===== src/rtl/symbol_serializer.sv =====
// rtl/symbol_serializer.sv - framed MSB-first serializer behind a small input FIFO
// Optional SYMBOL_SERIALIZER_IDLE_GAP_EN inserts one idle-high bit after every frame.
module symbol_serializer #(
    parameter int DATA_WIDTH = 10,
    parameter int FIFO_DEPTH = 2
) (
    input  logic                  clk,
    input  logic                  rst,
    input  logic [DATA_WIDTH-2:0] in_data,
    input  logic                  in_valid,
    output logic                  in_ready,
    output logic                  out_bit,
    output logic                  busy,
    output logic                  frame_done
);
    localparam int PW = DATA_WIDTH - 1;
    localparam int AW = (FIFO_DEPTH > 1) ? $clog2(FIFO_DEPTH) : 1;
    localparam int CW = $clog2(DATA_WIDTH);
    localparam logic [CW-1:0] LAST_BIT = CW'(DATA_WIDTH - 1);
    localparam logic [CW-1:0] LAST_M1  = CW'(DATA_WIDTH - 2);
    localparam logic [AW:0]   DEPTH    = (AW+1)'(FIFO_DEPTH);

    localparam logic [1:0] S_IDLE = 2'd0;
    localparam logic [1:0] S_SEND = 2'd1;
`ifdef SYMBOL_SERIALIZER_IDLE_GAP_EN
    localparam logic [1:0] S_GAP  = 2'd2;
`endif

    logic [PW-1:0] r_mem [FIFO_DEPTH];
    logic [AW-1:0] r_wr_ptr;
    logic [AW-1:0] r_rd_ptr;
    logic [AW:0]   r_count;
    logic [1:0]    r_state;
    logic [CW-1:0] r_bit_cnt;
    logic [PW-1:0] r_shift;
    logic          r_out_bit;
    logic          r_frame_done;

    logic w_push;
    logic w_pop;
    logic w_empty;

    assign in_ready   = (r_count < DEPTH);
    assign w_push     = in_valid && in_ready;
    assign w_empty    = (r_count == '0);
    assign out_bit    = r_out_bit;
    assign frame_done = r_frame_done;
    assign busy       = (r_state != S_IDLE);

    // A pop is the moment a new frame's start bit is committed to the line.
    always_comb begin
        w_pop = 1'b0;
        case (r_state)
            S_IDLE:  w_pop = !w_empty;
`ifdef SYMBOL_SERIALIZER_IDLE_GAP_EN
            S_GAP:   w_pop = !w_empty;
`else
            S_SEND:  w_pop = !w_empty && (r_bit_cnt == LAST_BIT);
`endif
            default: w_pop = 1'b0;
        endcase
    end

    always_ff @(posedge clk or negedge rst) begin
        if (!rst) begin
            r_wr_ptr <= '0;
            r_rd_ptr <= '0;
            r_count  <= '0;
        end else begin
            if (w_push) r_wr_ptr <= r_wr_ptr + 1'b1;
            if (w_pop)  r_rd_ptr <= r_rd_ptr + 1'b1;
            if (w_push && !w_pop)
                r_count <= r_count + 1'b1;
            else if (!w_push && w_pop)
                r_count <= r_count - 1'b1;
        end
    end

    always_ff @(posedge clk) begin
        if (w_push) r_mem[r_wr_ptr] <= in_data;
    end

    always_ff @(posedge clk or negedge rst) begin
        if (!rst) begin
            r_state      <= S_IDLE;
            r_bit_cnt    <= '0;
            r_shift      <= '0;
            r_out_bit    <= 1'b1;
            r_frame_done <= 1'b0;
        end else begin
            r_frame_done <= 1'b0;
            if (w_pop) begin
                r_state   <= S_SEND;
                r_bit_cnt <= '0;
                r_shift   <= r_mem[r_rd_ptr];
                r_out_bit <= 1'b0;
            end else if (r_state == S_SEND) begin
                if (r_bit_cnt == LAST_BIT) begin
`ifdef SYMBOL_SERIALIZER_IDLE_GAP_EN
                    r_state   <= S_GAP;
`else
                    r_state   <= S_IDLE;
`endif
                    r_out_bit <= 1'b1;
                end else begin
                    r_out_bit    <= r_shift[PW-1];
                    r_shift      <= {r_shift[PW-2:0], 1'b0};
                    r_bit_cnt    <= r_bit_cnt + 1'b1;
                    r_frame_done <= (r_bit_cnt == LAST_M1);
                end
            end else begin
                r_state   <= S_IDLE;
                r_out_bit <= 1'b1;
            end
        end
    end
endmodule

===== config.mk =====
export PLATFORM = sky130hd
export DESIGN_NAME = symbol_serializer
export DESIGN_NICKNAME = d
export VERILOG_FILES = /design/src/rtl/symbol_serializer.sv
export SDC_FILE = /design/constraint.sdc
export NUM_CORES = 1
export LEC_CHECK = 0
export CAP_MARGIN = 40
export CORE_ASPECT_RATIO = 1.75
export CORE_MARGIN = 8
export CORE_UTILIZATION = 50
export DETAILED_ROUTE_END_ITERATION = 7
export PLACE_DENSITY = 0.81
export SETUP_SLACK_MARGIN = 0.3
export SLEW_MARGIN = 20
export SYNTH_ARGS = -nofsm -noshare
export SYNTH_HDL_FRONTEND = slang
export SYNTH_SLANG_ARGS = --single-unit

===== constraint.sdc =====
create_clock -name clk -period 5.3 [get_ports clk]
set_input_delay 1.59 -clock clk [delete_from_list [all_inputs] [get_ports clk]]
set_output_delay 1.59 -clock clk [all_outputs]
set_load 0.05 [all_outputs]

==> metrics.cfg <==
[synthesis]
yosysTopAreaCell = sky130_fd_sc_hd__edfxtp_1
synth-warning-count = 0
avg_synthesized_cell_area_um2 = 14.08
postSynthCellCount = 116
distinct_cells_synth = 33
synth_top_area_share_pct = 33.10
syn-num-nets = 132
ys_seq_area_share_pct = 63.83
leading_cell_types_by_total_area_after_synthesis = sky130_fd_sc_hd__edfxtp_1 (33%), sky130_fd_sc_hd__dfrtp_1 (29%), sky130_fd_sc_hd__mux2_2 (6.2%)
syn-cell-area_um2 = 1633
synth_seq_cells = 38

[routing]
detail_route.wl_per_cell_um = 13.91
drt-total-wl_um = 2476
drc = 0
num_vias = 927
detail-route-antenna-nets = 0
routed_via_density = 5.208
drtPass1Iterations = 3
drt_iter0_drc = 14

[global_route]
grt_max_degree = 17
grt_pass1_wl_um = 4264
via_count_of_the_first_global_routing_pass = 957
antenna_violations_before_repair = 0
grt_usage_pct = 10.25
grt_overflow_total = 0

[clocking]
worstSkewPairLatency_ns = 0.28
cts_hold_buf = 0
cts_setup_buffers = 0
cts_max_path_buffers = 2
cts_tree = yes
clock_root_buffer = sky130_fd_sc_hd__clkbuf_8
clkSlewWorstSetupHoldPaths_ns = 0.06
tritoncts_num_sinks = 38
cts_max_level = 2
cts_made_buffers = 5
cts_resized = 0

[floorplanning]
ios = 16
die_y_um = 91.60
design.die.area_um2 = 5422
initial_core_util_pct = 51.97
floorplan.rows = 27
die_w_um = 59.20
design.core.area_um2 = 3142

[final_layout]
postLayoutCellArea_um2 = 1928
ratio_of_cells_with_drive_above_1_in_the_final_layout_pct = 16.30
antenna_cells = 0
mostFrequentLayoutCell = sky130_fd_sc_hd__dfrtp_1
final_core_util_pct = 61.37
most_frequent_cells_in_the_layout = sky130_fd_sc_hd__dfrtp_1 (19), sky130_fd_sc_hd__edfxtp_1 (18), sky130_fd_sc_hd__clkdlybuf4s50_1 (15)
layout.area.seq_um2 = 1042
multi_input_comb_area_um2 = 541.8
fin_cells = 178
layout.nets = 150
relative_area_change_from_synthesis_to_final_layout_pct = 18.08
filler_cells_inserted = 251

[timing]
post-route-period-util_pct = 63.48
setup_tns_ns = 0
transition_time_at_the_pin_with_the_least_slew_margin_ns = 0.7322
finalHoldWorstSlack_ns = 0.4956
final_max_slew_viol_count = 0
fin_worst_skew_ns = 0.006562
period_minus_slack_ns = 3.364
relSlewSlack_pct = 51.08
finalSetupViolations = 0
max_freq_mhz = 297.2
finalWorstSetupSlack_ns = 1.936
grt_setup_unrepaired = no
hold_violations = 0

[power_and_ir_drop]
seqPwrFrac_pct = 46.1
power.combinational.fraction_pct = 32.4
p_clk_share_pct = 21.5
post-layout-total-power_mw = 1.071
p_leak_nw = 0.8158
powerDensity_nw_per_um2 = 555.5
switching_share_pct = 32.64
p_int_mw = 0.7215
vdd_drop_max_uv = 261.3
total_switching_power_mw = 0.3497

[critical_path]
crit_required_ns = 3.71
timing.critical_path.cells = inv_1 -> clkdlybuf4s50_1
cp_data_arrival_time_ns = 1.77
critPathSlowestCell = sky130_fd_sc_hd__clkdlybuf4s50_1
timing.critical_path.from_type = flop
cp_max_fo = 12
setup.worst_path.class = reg2out
max_stage_delay_ns = 0.82
critPathCaptureType = output port

[job]
cap_violations = 0

[run_status]
run_status = finished clean

[placed_design]
place.gp.congestion = 0.6804
hpwlAfterDp_um = 1924
place.detailed.instances = 170
placement.cell_area_um2 = 1822
buffer_ports.inserted = 15
placement.setup.worst_slack_ns = 1.945

[hold_path]
min-delay-path-class = reg2reg

-- Yosys cell counts --
cell                       count
sky130_fd_sc_hd__a21oi_1      10
sky130_fd_sc_hd__nor2_1        3
sky130_fd_sc_hd__nand2_1       1
sky130_fd_sc_hd__nand3b_4      1
sky130_fd_sc_hd__o31ai_1       1
sky130_fd_sc_hd__edfxtp_1     18
sky130_fd_sc_hd__and2_4        1
sky130_fd_sc_hd__nand4_1       1
sky130_fd_sc_hd__nand3_1       1
sky130_fd_sc_hd__clkbuf_2      1
sky130_fd_sc_hd__o21ai_0       1
sky130_fd_sc_hd__a211oi_1      1
sky130_fd_sc_hd__nor3_1        8
sky130_fd_sc_hd__a21o_1        1
sky130_fd_sc_hd__dfstp_2       1
sky130_fd_sc_hd__o211ai_1      1
sky130_fd_sc_hd__nand2_4       1
sky130_fd_sc_hd__and2b_1       1
sky130_fd_sc_hd__inv_1         5
sky130_fd_sc_hd__and2_1        1
sky130_fd_sc_hd__mux2_2        9
sky130_fd_sc_hd__buf_4         2
sky130_fd_sc_hd__buf_2         2
sky130_fd_sc_hd__and4b_1       1
sky130_fd_sc_hd__nor2b_1       3
sky130_fd_sc_hd__xnor2_1       2
sky130_fd_sc_hd__or2_1         1
sky130_fd_sc_hd__xor2_1        3
sky130_fd_sc_hd__a21bo_2       1
sky130_fd_sc_hd__ha_1          4
sky130_fd_sc_hd__dfrtp_1      19
sky130_fd_sc_hd__mux2i_1       9
sky130_fd_sc_hd__or2_2         1
-- flip-flops by register name, summed over array words and instances (netlist names) --
name and cells:
r_mem 18, r_shift 9, r_bit_cnt 4, r_count 2, frame_done 1, out_bit 1, r_rd_ptr 1, r_state 1
r_wr_ptr 1
-- worst max-delay path, delay by kind of cell, from the launching register on --
kind | cells | cell delay (ns)
DFF | 1 | 0.52
buffers and inverters | 2 | 0.97
-- power groups by stage --
stage,clock network (mW),logic [mW],registers [mW]
after floorplan,0,0.302,0.469
after global placement,0,0.333,0.495
after detailed placement,0,0.349,0.502
after CTS,0.237,0.352,0.496
after global routing,0.250,0.386,0.506
final,0.230,0.347,0.494
-- path summary, 6_finish.rpt --
path | cells past startpoint | start | end | slack, ns
setup / recovery | 2 | r_count[1] | in_ready | 1.94
hold / removal | 1 | r_wr_ptr | r_wr_ptr | 0.50
setup reg to reg | 9 | r_bit_cnt[1] | r_count[1] | 3.40
hold reg to reg | 1 | r_wr_ptr | r_wr_ptr | 0.50
max in group asynchronous | 2 | rst | out_bit | 3.31
min in group asynchronous | 1 | rst | r_wr_ptr | 1.54
-- cell type report --
type	instances	area share [%]
Multi-Input combinational cell	68	28.10
Sequential cell	38	54.06
Timing Repair Buffer	16	8.566
Tap cell	43	2.790
Clock inverter	1	1.557
Clock buffer	7	3.958
Inverter	5	0.9734
-- routing by layer --
layer	GRT usage (%)	vias to the layer above	part of all wire, %
met5	0	-	0
li1	-	451	-
met3	4.096	7	5.5
met4	4.819	0	2.0
met1	9.388	453	37
met2	18.48	16	56
-- logic make-up (layout without fill, tap and decap cells) --
family	Yosys count	count (layout)	synth area share, %
xor gates and xnor gates	5	5	2.682
and+or+nand+nor	25	25	9.886
AOI/OAI and AO/OA	16	16	5.824
muxes	18	18	11.72
DFF	38	38	63.83
buffers and inverters	10	29	2.988
adders and majority gates	4	4	3.065
No activity file was read; power rests on OpenSTA's default activity.
